File: config.mk
export PLATFORM = sky130hd
export DESIGN_NAME = updown_seq_ctrl_flat
export DESIGN_NICKNAME = d
export VERILOG_FILES = /design/src/rtl/updown_seq_pkg.sv /design/src/rtl/updown_seq_ctrl_if.sv /design/src/rtl/updown_cnt_core.sv /design/src/rtl/updown_seq_ctrl.sv /design/src/flat_wrapper.sv
export SDC_FILE = /design/constraint.sdc
export NUM_CORES = 1
export LEC_CHECK = 0
export CAP_MARGIN = 20
export CORE_UTILIZATION = 49
export DETAILED_ROUTE_END_ITERATION = 12
export DONT_BUFFER_PORTS = 1
export SLEW_MARGIN = 20
export SYNTH_ARGS = -nofsm -noshare
export SYNTH_HDL_FRONTEND = slang
export SYNTH_SLANG_ARGS = --single-unit
File: constraint.sdc
create_clock -name clk -period 3.35 [get_ports clk]
set_clock_uncertainty 0.2 [all_clocks]
set_input_delay 0.5025 -clock clk [delete_from_list [all_inputs] [get_ports clk]]
set_output_delay 0.5025 -clock clk [all_outputs]
set_load 0.1 [all_outputs]
File: src/rtl/updown_seq_pkg.sv
// Shared types and reset constants for the up/down sequencer and its counter core.
// Pure declarations: no latency, no flow control.
package updown_seq_pkg;

  localparam int unsigned RST_WIDTH = 3;
  localparam int unsigned RST_LO    = 1;
  localparam int unsigned RST_HI    = 7;

  typedef enum logic [1:0] {
    UP_WRAP   = 2'b00,
    DOWN_WRAP = 2'b01,
    BOUNCE    = 2'b10,
    ONESHOT   = 2'b11
  } mode_t;

  typedef enum logic [1:0] {
    IDLE = 2'b00,
    UP   = 2'b01,
    DOWN = 2'b10
  } state_t;

  localparam mode_t RST_MODE = BOUNCE;

endpackage

File: src/rtl/updown_seq_ctrl_if.sv
// Control/status bundle of the up/down sequencer; master drives config and run
// commands, slave returns count and status pulses. pause exists only with UPDOWN_SEQ_PAUSE_EN.
interface updown_seq_ctrl_if #(
  parameter int WIDTH = 3
);
  logic             cfg_wr;
  logic [WIDTH-1:0] cfg_lo;
  logic [WIDTH-1:0] cfg_hi;
  logic [1:0]       cfg_mode;
  logic             start;
  logic             stop;
`ifdef UPDOWN_SEQ_PAUSE_EN
  logic             pause;
`endif
  logic [WIDTH-1:0] count;
  logic             dir;
  logic             busy;
  logic             turn;
  logic             done;
  logic             cfg_err;

  modport master (
`ifdef UPDOWN_SEQ_PAUSE_EN
    output pause,
`endif
    output cfg_wr, cfg_lo, cfg_hi, cfg_mode, start, stop,
    input  count, dir, busy, turn, done, cfg_err
  );

  modport slave (
`ifdef UPDOWN_SEQ_PAUSE_EN
    input  pause,
`endif
    input  cfg_wr, cfg_lo, cfg_hi, cfg_mode, start, stop,
    output count, dir, busy, turn, done, cfg_err
  );

endinterface

File: src/rtl/updown_cnt_core.sv
// Counter register with load priority over step; one-cycle update, no backpressure.
// Step direction and enable come entirely from the sequencer.
module updown_cnt_core
  import updown_seq_pkg::*;
#(
  parameter int WIDTH   = RST_WIDTH,
  parameter int RST_VAL = RST_LO
) (
  input  logic             clk,
  input  logic             rst,
  input  logic             ld,
  input  logic [WIDTH-1:0] ld_val,
  input  logic             en,
  input  logic             up,
  output logic [WIDTH-1:0] count
);

  logic [WIDTH-1:0] count_d;
  logic [WIDTH-1:0] count_q;

  always_comb begin
    count_d = count_q;
    if (ld) begin
      count_d = ld_val;
    end else if (en) begin
      count_d = up ? count_q + WIDTH'(1) : count_q - WIDTH'(1);
    end
  end

  always_ff @(posedge clk or posedge rst) begin
    if (rst) begin
      count_q <= WIDTH'(RST_VAL);
    end else begin
      count_q <= count_d;
    end
  end

  assign count = count_q;

endmodule

File: src/rtl/updown_seq_ctrl.sv
// Bounded up/down counter sequencer: every command takes effect on the next edge, status
// pulses are registered; no backpressure. UPDOWN_SEQ_PAUSE_EN adds a pause input that freezes a run.
module updown_seq_ctrl
  import updown_seq_pkg::*;
#(
  parameter int WIDTH      = RST_WIDTH,
  parameter int DEFAULT_LO = RST_LO,
  parameter int DEFAULT_HI = RST_HI
) (
  input  logic              clk,
  input  logic              rst,
  updown_seq_ctrl_if.slave  io
);

  state_t           state_d, state_q;
  mode_t            mode_d, mode_q;
  logic [WIDTH-1:0] lo_d, lo_q;
  logic [WIDTH-1:0] hi_d, hi_q;
  logic             dir_d, dir_q;
  logic             busy_d, busy_q;
  logic             turn_d, turn_q;
  logic             done_d, done_q;
  logic             cfg_err_d, cfg_err_q;

  logic             cnt_ld;
  logic             cnt_en;
  logic             cnt_up;
  logic [WIDTH-1:0] cnt_ld_val;
  logic [WIDTH-1:0] count;
  logic             pause;

`ifdef UPDOWN_SEQ_PAUSE_EN
  assign pause = io.pause;
`else
  assign pause = 1'b0;
`endif

  always_comb begin
    state_d    = state_q;
    mode_d     = mode_q;
    lo_d       = lo_q;
    hi_d       = hi_q;
    dir_d      = dir_q;
    busy_d     = busy_q;
    turn_d     = 1'b0;
    done_d     = 1'b0;
    cfg_err_d  = 1'b0;
    cnt_ld     = 1'b0;
    cnt_en     = 1'b0;
    cnt_up     = dir_q;
    cnt_ld_val = lo_q;

    case (state_q)
      IDLE: begin
        if (io.cfg_wr) begin
          if (io.cfg_lo < io.cfg_hi) begin
            lo_d   = io.cfg_lo;
            hi_d   = io.cfg_hi;
            mode_d = mode_t'(io.cfg_mode);
          end else begin
            cfg_err_d = 1'b1;
          end
        end
        // A start alongside a cfg write still runs with the old limits.
        if (io.start) begin
          busy_d = 1'b1;
          cnt_ld = 1'b1;
          if (mode_q == DOWN_WRAP) begin
            cnt_ld_val = hi_q;
            dir_d      = 1'b0;
            state_d    = DOWN;
          end else begin
            cnt_ld_val = lo_q;
            dir_d      = 1'b1;
            state_d    = UP;
          end
        end
      end

      UP, DOWN: begin
        cfg_err_d = io.cfg_wr;
        if (io.stop) begin
          state_d = IDLE;
          busy_d  = 1'b0;
          done_d  = 1'b1;
        end else if (!pause) begin
          if (state_q == UP) begin
            if (count < hi_q) begin
              cnt_en = 1'b1;
              cnt_up = 1'b1;
            end else if (mode_q == BOUNCE) begin
              cnt_ld     = 1'b1;
              cnt_ld_val = hi_q - WIDTH'(1);
              dir_d      = 1'b0;
              state_d    = DOWN;
              turn_d     = 1'b1;
            end else if (mode_q == ONESHOT) begin
              state_d = IDLE;
              busy_d  = 1'b0;
              done_d  = 1'b1;
            end else begin
              cnt_ld     = 1'b1;
              cnt_ld_val = lo_q;
              turn_d     = 1'b1;
            end
          end else begin
            if (count > lo_q) begin
              cnt_en = 1'b1;
              cnt_up = 1'b0;
            end else if (mode_q == BOUNCE) begin
              cnt_ld     = 1'b1;
              cnt_ld_val = lo_q + WIDTH'(1);
              dir_d      = 1'b1;
              state_d    = UP;
              turn_d     = 1'b1;
            end else begin
              cnt_ld     = 1'b1;
              cnt_ld_val = hi_q;
              turn_d     = 1'b1;
            end
          end
        end
      end

      default: begin
        state_d = IDLE;
        busy_d  = 1'b0;
      end
    endcase
  end

  always_ff @(posedge clk or posedge rst) begin
    if (rst) begin
      state_q   <= IDLE;
      mode_q    <= RST_MODE;
      lo_q      <= WIDTH'(DEFAULT_LO);
      hi_q      <= WIDTH'(DEFAULT_HI);
      dir_q     <= 1'b1;
      busy_q    <= 1'b0;
      turn_q    <= 1'b0;
      done_q    <= 1'b0;
      cfg_err_q <= 1'b0;
    end else begin
      state_q   <= state_d;
      mode_q    <= mode_d;
      lo_q      <= lo_d;
      hi_q      <= hi_d;
      dir_q     <= dir_d;
      busy_q    <= busy_d;
      turn_q    <= turn_d;
      done_q    <= done_d;
      cfg_err_q <= cfg_err_d;
    end
  end

  updown_cnt_core #(
    .WIDTH   (WIDTH),
    .RST_VAL (DEFAULT_LO)
  ) u_core (
    .clk    (clk),
    .rst    (rst),
    .ld     (cnt_ld),
    .ld_val (cnt_ld_val),
    .en     (cnt_en),
    .up     (cnt_up),
    .count  (count)
  );

  assign io.count   = count;
  assign io.dir     = dir_q;
  assign io.busy    = busy_q;
  assign io.turn    = turn_q;
  assign io.done    = done_q;
  assign io.cfg_err = cfg_err_q;

endmodule

File: src/flat_wrapper.sv
// flat-port wrapper written by rule: the top's interface ports become plain ports
module updown_seq_ctrl_flat import updown_seq_pkg::*;
#(
  parameter int WIDTH      = RST_WIDTH,
  parameter int DEFAULT_LO = RST_LO,
  parameter int DEFAULT_HI = RST_HI
)
  (clk, rst, io_cfg_wr, io_cfg_lo, io_cfg_hi, io_cfg_mode, io_start, io_stop, io_count, io_dir, io_busy, io_turn, io_done, io_cfg_err);
  updown_seq_ctrl_if #(.WIDTH(WIDTH)) io_i ();
  input  logic clk;
  input  logic rst;
  input wire logic [$bits(io_i.cfg_wr)-1:0] io_cfg_wr;
  input wire logic [$bits(io_i.cfg_lo)-1:0] io_cfg_lo;
  input wire logic [$bits(io_i.cfg_hi)-1:0] io_cfg_hi;
  input wire logic [$bits(io_i.cfg_mode)-1:0] io_cfg_mode;
  input wire logic [$bits(io_i.start)-1:0] io_start;
  input wire logic [$bits(io_i.stop)-1:0] io_stop;
  output wire logic [$bits(io_i.count)-1:0] io_count;
  output wire logic [$bits(io_i.dir)-1:0] io_dir;
  output wire logic [$bits(io_i.busy)-1:0] io_busy;
  output wire logic [$bits(io_i.turn)-1:0] io_turn;
  output wire logic [$bits(io_i.done)-1:0] io_done;
  output wire logic [$bits(io_i.cfg_err)-1:0] io_cfg_err;
  assign io_i.cfg_wr = io_cfg_wr;
  assign io_i.cfg_lo = io_cfg_lo;
  assign io_i.cfg_hi = io_cfg_hi;
  assign io_i.cfg_mode = io_cfg_mode;
  assign io_i.start = io_start;
  assign io_i.stop = io_stop;
  assign io_count = io_i.count;
  assign io_dir = io_i.dir;
  assign io_busy = io_i.busy;
  assign io_turn = io_i.turn;
  assign io_done = io_i.done;
  assign io_cfg_err = io_i.cfg_err;
  updown_seq_ctrl #(.WIDTH(WIDTH), .DEFAULT_LO(DEFAULT_LO), .DEFAULT_HI(DEFAULT_HI)) u_core (.clk(clk), .rst(rst), .io(io_i));
endmodule
==> impl_results.md <==
* Status: complete, but fails checks
* Failing checks: negative hold slack
* Synth top area share at 19.1%
* Worst hold-check path type: in -> async
* CTS tree: yes
* Setup TNS at 0 ns
* Crit. path cell count at 11
* Hold_ws at -0.0233 ns
* Area Overhead vs Synth at 6.70%
* Post-Syn Area at 1440 sq um
* First DRT Iteration DRCs at 92
* Largest stage delay, worst path at around 0.63 ns
* Yosys cell types at 49
* Multiplexer area fraction after synthesis at 5.22%
* Worst endpoint data arrival time at 3.17 ns
* Nets at roughly 200
* Adder-cell share of the synthesized area at about an eighth
* Routed vias at ~1,300
* R2R Path End: u_core.u_core.count[2]
* Die X-Extent at roughly 56 um
* Drt total wl at between 3 and 4 mm
* Final hold vios at 11
* Crit Path Category: reg -> reg
* Crit Reg-Reg Startpoint: u_core.u_core.count[0]
* Drt wl/cell at between 15 and 20 um
* Rows at 19
* H-Tree Depth at 1
* Worst-path cell chain: inv_1, ha_1, and3_1, or3_4, o21ai_1, nand2_1, fa_2, nor4_2, a41oi_1, xor2_1, a22oi_1
* Async S/R FF share, synth at 100%
* Crit path max-delay family: simple AND/OR/NAND/NOR gates
* Resized Gates After CTS at 0
* Detailed placer's ending HPWL at between 2 and 3 mm
* Simple-gate share of the synthesized area at 17.0%
* #FFs+latches synth at 18
* Ys Warns at 0
* Sequential fraction of the synthesis area at approximately a third
* Syn avg cell area at roughly 8.7 sq um
* Syn Nets at 191
* RD Place Congestion at approximately 0.85
* Placed Area at roughly 1500 sq um
* Final period utilization at between 90% and 100%
* Slowest CP cell: dfstp_4
* # IOs at 21
* Starting Density at between 50% and 60%
* Root buffer cell: clkbuf_4
* Worst R2R Setup Slack at between 0.2 and 0.25 ns
* Final Critical Period at 3.15 ns
* Proportion of layout cells with a drive suffix above 1 at between 10% and 20%
* Die H at approximately 56 um
* R2R depth at 11
* Final max-slew violation count at 0
* Total grt overflow at 0
* Synthesized instance count at ~170
* Router iterations before antenna repair at 4
* Largest cells by area after synthesis: dfrtp_1 (19%), dfstp_2 (13%), ha_1 (10%)
* Fmax at approximately 320 MHz
* Core Region at 2760 sq um
* Cell area after layout at ~1500 sq um
* Largest net degree at the start of global routing at 19
* GRT Total Usage at roughly 26%
* Max clock buf depth at 2
* First-pass GRT wire length at roughly 6.2 mm
* Worst Path Buf+Inv at 1
* CP startpoint kind: flop
* Num Clock Sinks at 18
* Data required, critical path at approximately 3.4 ns
* Post-CTS Setup Bufs at 0
* IO buf count at 0
* Area leader, netlist: dfrtp_1
* Compound-Gate Fraction of Synth Area at about a quarter
* Worst-path clk slew at between 0.1 and 0.15 ns
* Worst-path fanout max at 3
* CTS Hold Bufs at 0
* Via density at 6.33
* Unrepaired setup endpoints after global routing: no
* Top_reg_cell synth: dfrtp_1
* Post-synth EDFFs at 0
* Clk Latency, worst-skew pair at around 0.30 ns
* Final setup viols at 0
* Number of global-route vias before repair at approximately 1,300
* Remaining DRCs at 0
* Post-DRT Antenna Nets at 0
* Largest family of logic cells by synthesized area: compound AO/OA/AOI/OAI gates
* Die ar. at 3160 sq um
* Max Cap Viol at 0
* CTS Buf Count at 3
* Endpoint type of the worst setup path: flop
* Worst Tran Pin Value at 0.886 ns
* Initial antenna violation count at 0
* Antenna diode count at 0
* Max-slew headroom at around two fifths
* Post-Synth XOR/XNOR Area at approximately 1.8%
[placed cells by master, fill, tap and decap left out, types with 3 or more instances in the layout]
cell type,n
inv_1,17
nand2_1,16
nor2_1,13
ha_1,12
o21ai_0,11
a21oi_1,9
dfrtp_1,9
nor2b_1,6
dfstp_2,6
buf_4,5
mux2_2,4
nand2b_1,3
a21o_1,3
and3_1,3
mux2i_1,3
a221oi_1,3
clkbuf_4,3
[cells in the mapped netlist, types with 2 or more instances]
cell	number
dfstp_2	7
mux2i_1	3
a21oi_1	9
and3_1	3
a31oi_1	2
o41ai_1	2
inv_1	17
xnor2_1	2
nand2b_1	3
mux2_2	4
nor2b_1	6
a211o_1	2
clkbuf_1	4
a22oi_1	2
dfrtp_1	11
a221oi_1	3
o21ai_0	12
nor2_1	13
or3_1	2
nand2_1	16
a21o_1	3
ha_1	12
[metrics by stage]
stage	setup slack [ns]	util (%)	instances
after global placement	0.261	54.2	196
after floorplan	0.0704	-	165
after CTS	0.0854	55.2	200
after global routing	0.0614	55.7	200
after detailed placement	0.120	54.2	196
final	0.203	55.7	200
[worst max-delay path by stage]
stage	start	end	slack, ns
after floorplan	u_core.u_core.count[0]	u_core.u_core.count[2]	0.07
after CTS	u_core.u_core.count[0]	u_core.u_core.count[2]	0.09
final	u_core.u_core.count[0]	u_core.u_core.count[2]	0.20
after global routing	u_core.u_core.count[0]	u_core.u_core.count[2]	0.06
after detailed placement	u_core.u_core.count[0]	u_core.u_core.count[2]	0.12
after global placement	u_core.u_core.count[0]	u_core.u_core.count[2]	0.26
[flip-flops by register name (all words and copies together) (netlist names)]
| register | cells |
|---|---|
| u_core.hi_q | 3 |
| u_core.lo_q | 3 |
| u_core.u_core.count | 3 |
| u_core.mode_q | 2 |
| u_core.state_q | 2 |
| u_core.io.busy | 1 |
| u_core.io.cfg_err | 1 |
| u_core.io.dir | 1 |
| u_core.io.done | 1 |
| u_core.io.turn | 1 |
[per-layer routing]
layer  global-route usage (%)  wire length [um]  up-vias
met5                        0                 0        -
met4                     8.36                49        0
li1                         -                 -      605
met2                     43.4              1770       50
met3                     2.33               232        7
met1                     34.4              1550      604
[kinds of logic after synthesis]
group,after synthesis
xor+xnor,3
mux,7
flops,18
compound gates,52
fa+ha+maj,13
simple gates,50
buf+inv,22
[cell type report]
type,instances,area (sq um)
sequential,18,465
clock buffer,4,26.3
fill,269,1220
multi-input combinational,125,903
timing repair buffer,5,37.5
tap,31,38.8
inverter,17,63.8
Power is left out: the tool's default activity adds up to more than one toggle a clock period on the data nets, which glitch-free logic cannot reach.
==> RTL change, RTL diff (same flow settings) <==
`RST_WIDTH`: 3 -> 6.
--- a/src/rtl/updown_seq_pkg.sv
+++ b/src/rtl/updown_seq_pkg.sv
@@ -3,5 +3,5 @@
 package updown_seq_pkg;
 
-  localparam int unsigned RST_WIDTH = 3;
+  localparam int unsigned RST_WIDTH = 6;
   localparam int unsigned RST_LO    = 1;
   localparam int unsigned RST_HI    = 7;
Ports: changed (resized io_cfg_hi, io_cfg_lo and io_count); port bits go from 21 to 30. No check against the original RTL was run, so the function may have changed too.
==> RTL change against the unedited design <==
Design area rose by 74%; sequential share of layout area down 4.2 points; worst setup slack improved by 0.074 ns; cell count increased by 79%; wire length rose by 72%; sequential cell count rose by 9; synthesized area up 69%.
Power is left out: the tool's default activity adds up to more than one toggle a clock period on the data nets, which glitch-free logic cannot reach.
==> RTL change: results (changes against the unedited design) <==
Post-Syn Nets 319 (+67%); placer congestion estimate 0.836 (-1.9%); status finished clean; Post-synth ARST share 1.00 (unchanged); share of post-route cells with drive strength above 1 0.203 (+0.0252); Vias 2150 (+70%); crit-path max FO 5 (+2); Min-Delay Path Class in -> async; post-DP HPWL 4.86 mm (+79%); Clock Tree Buf Depth 2 (unchanged); GRT met2 Usage 0.400 (-0.0339); drt pass-1 iters 4 (unchanged); Synth area leaders dfrtp_1 21%, ha_1 11%, dfstp_2 7.6%; first-pass GRT wire length 9.96 mm (+60%); largest net degree at the start of global routing 25 (+6); vias in the first global route 2004 (+53%); diode count 0 (unchanged); top post-synthesis cells by count 26 x inv_1, 22 x ha_1, 21 x nand2_1; part of the Yosys area used for sequential elements 0.282 (-0.0373); Slew headroom 0.396 (-0.0138); mux share of post-synthesis cell area 0.107 (+0.0550); Port Buf Inserts 0 (unchanged); Root Driver clkbuf_8; Ys Warns 0 (unchanged); met3 usage 0.0278 (+0.00452); DRT iter0 DRCs 99 (+7.6%); Num CTS Buffers 3 (unchanged); Yosys cell types 54 (+10%); worst reg2reg path startpoint u_core.hi_q[2]; Worst-Skew Late Latency 0.28 ns (-0.02 ns); compound-cell area share of the yosys netlist 0.257 (-0.00256); Adder-Cell Fraction of Synth Area 0.113 (-0.00492); WP data arrival 3.08 ns (-0.09 ns); final wirelength 6.20 mm (+72%); Clock transition at path regs approximately 0.1 ns; aggregate global-route resource usage 0.252 (-0.00418); met1 Use GR 0.350 (+0.00587); xor and xnor area share after synthesis 0.0289 (+0.0106); Nets 333 (+70%)
-- RTL change: changes by cell type after synthesis, sizes merged, moves of 5 or more --
cell    change
mux2        +5
a21o        +5
mux2i      +11
buf         +5
dfrtp       +9
o21ai      +10
inv         +9
a31oi       +5
nand2       +5
xnor2       +5
nor2        +5
a211oi      +6
ha         +10
-- RTL change: cells by family (layout without fill, tap and decap cells) --
group | count (synthesis) | count (layout)
flip-flops | 27 | 27
adder cells (fa/ha/maj) | 22 | 22
multiplexers | 23 | 23
XOR/XNOR | 8 | 8
AND/OR/NAND/NOR | 72 | 72
AO/OA/AOI/OAI | 87 | 87
buffers and inverters | 39 | 52
-- RTL change: final timing paths --
path	endpoint	slack, ns	depth (start not counted)
min	u_core.hi_q[3]	0.1	1
max reg2reg	u_core.u_core.count[4]	0.28	12
min reg2reg	u_core.state_q[1]	0.36	2
min in group clk	u_core.hi_q[1]	0.14	2
max in group asynchronous	u_core.hi_q[0]	2.17	2
max	u_core.u_core.count[4]	0.28	12
-- RTL change: layer usage --
metal  vias to the layer above  share of wire
li1                       1043              -
met3                         9          0.050
met1                      1016           0.47
met4                         0          0.020
met2                        82           0.46
met5                         -              0
-- RTL change: critical path, stage by stage (launching register included) --
cell	delay [ns]
dfstp_2	0.57
inv_1	0.09
ha_1	0.28
nand2_1	0.06
nor2_1	0.19
a21o_1	0.29
o221ai_4	0.15
xnor2_1	0.15
ha_1	0.24
nor4_1	0.19
mux2i_1	0.12
or3_1	0.32
a31oi_1	0.16
-- RTL change: area by class of cell --
cell class                      instances  area [sq um]
Fill cell                             450          2080
Tap cell                               67          83.8
Sequential cell                        27           698
Inverter                               26          97.6
Timing Repair Buffer                   22           165
Clock inverter                          1          5.00
Multi-Input combinational cell        212          1590
Clock buffer                            3          41.3
-- RTL change: stage by stage --
step | area (sq um) | instances | utilization | setup WS, ns
floorplan | 2440 | 278 | - | 0.0668
global placement | 2620 | 353 | 0.551 | 0.313
detailed placement | 2620 | 353 | 0.551 | 0.211
CTS | 2670 | 357 | 0.561 | 0.178
global route | 2680 | 358 | 0.563 | 0.0105
finish | 2680 | 358 | 0.563 | 0.278
-- RTL change: timing repair --
action                     CTS  global route
setup endpoints to repair    0             1
setup buffers                0             1
hold buffers                 0             0
resized for setup            0             3
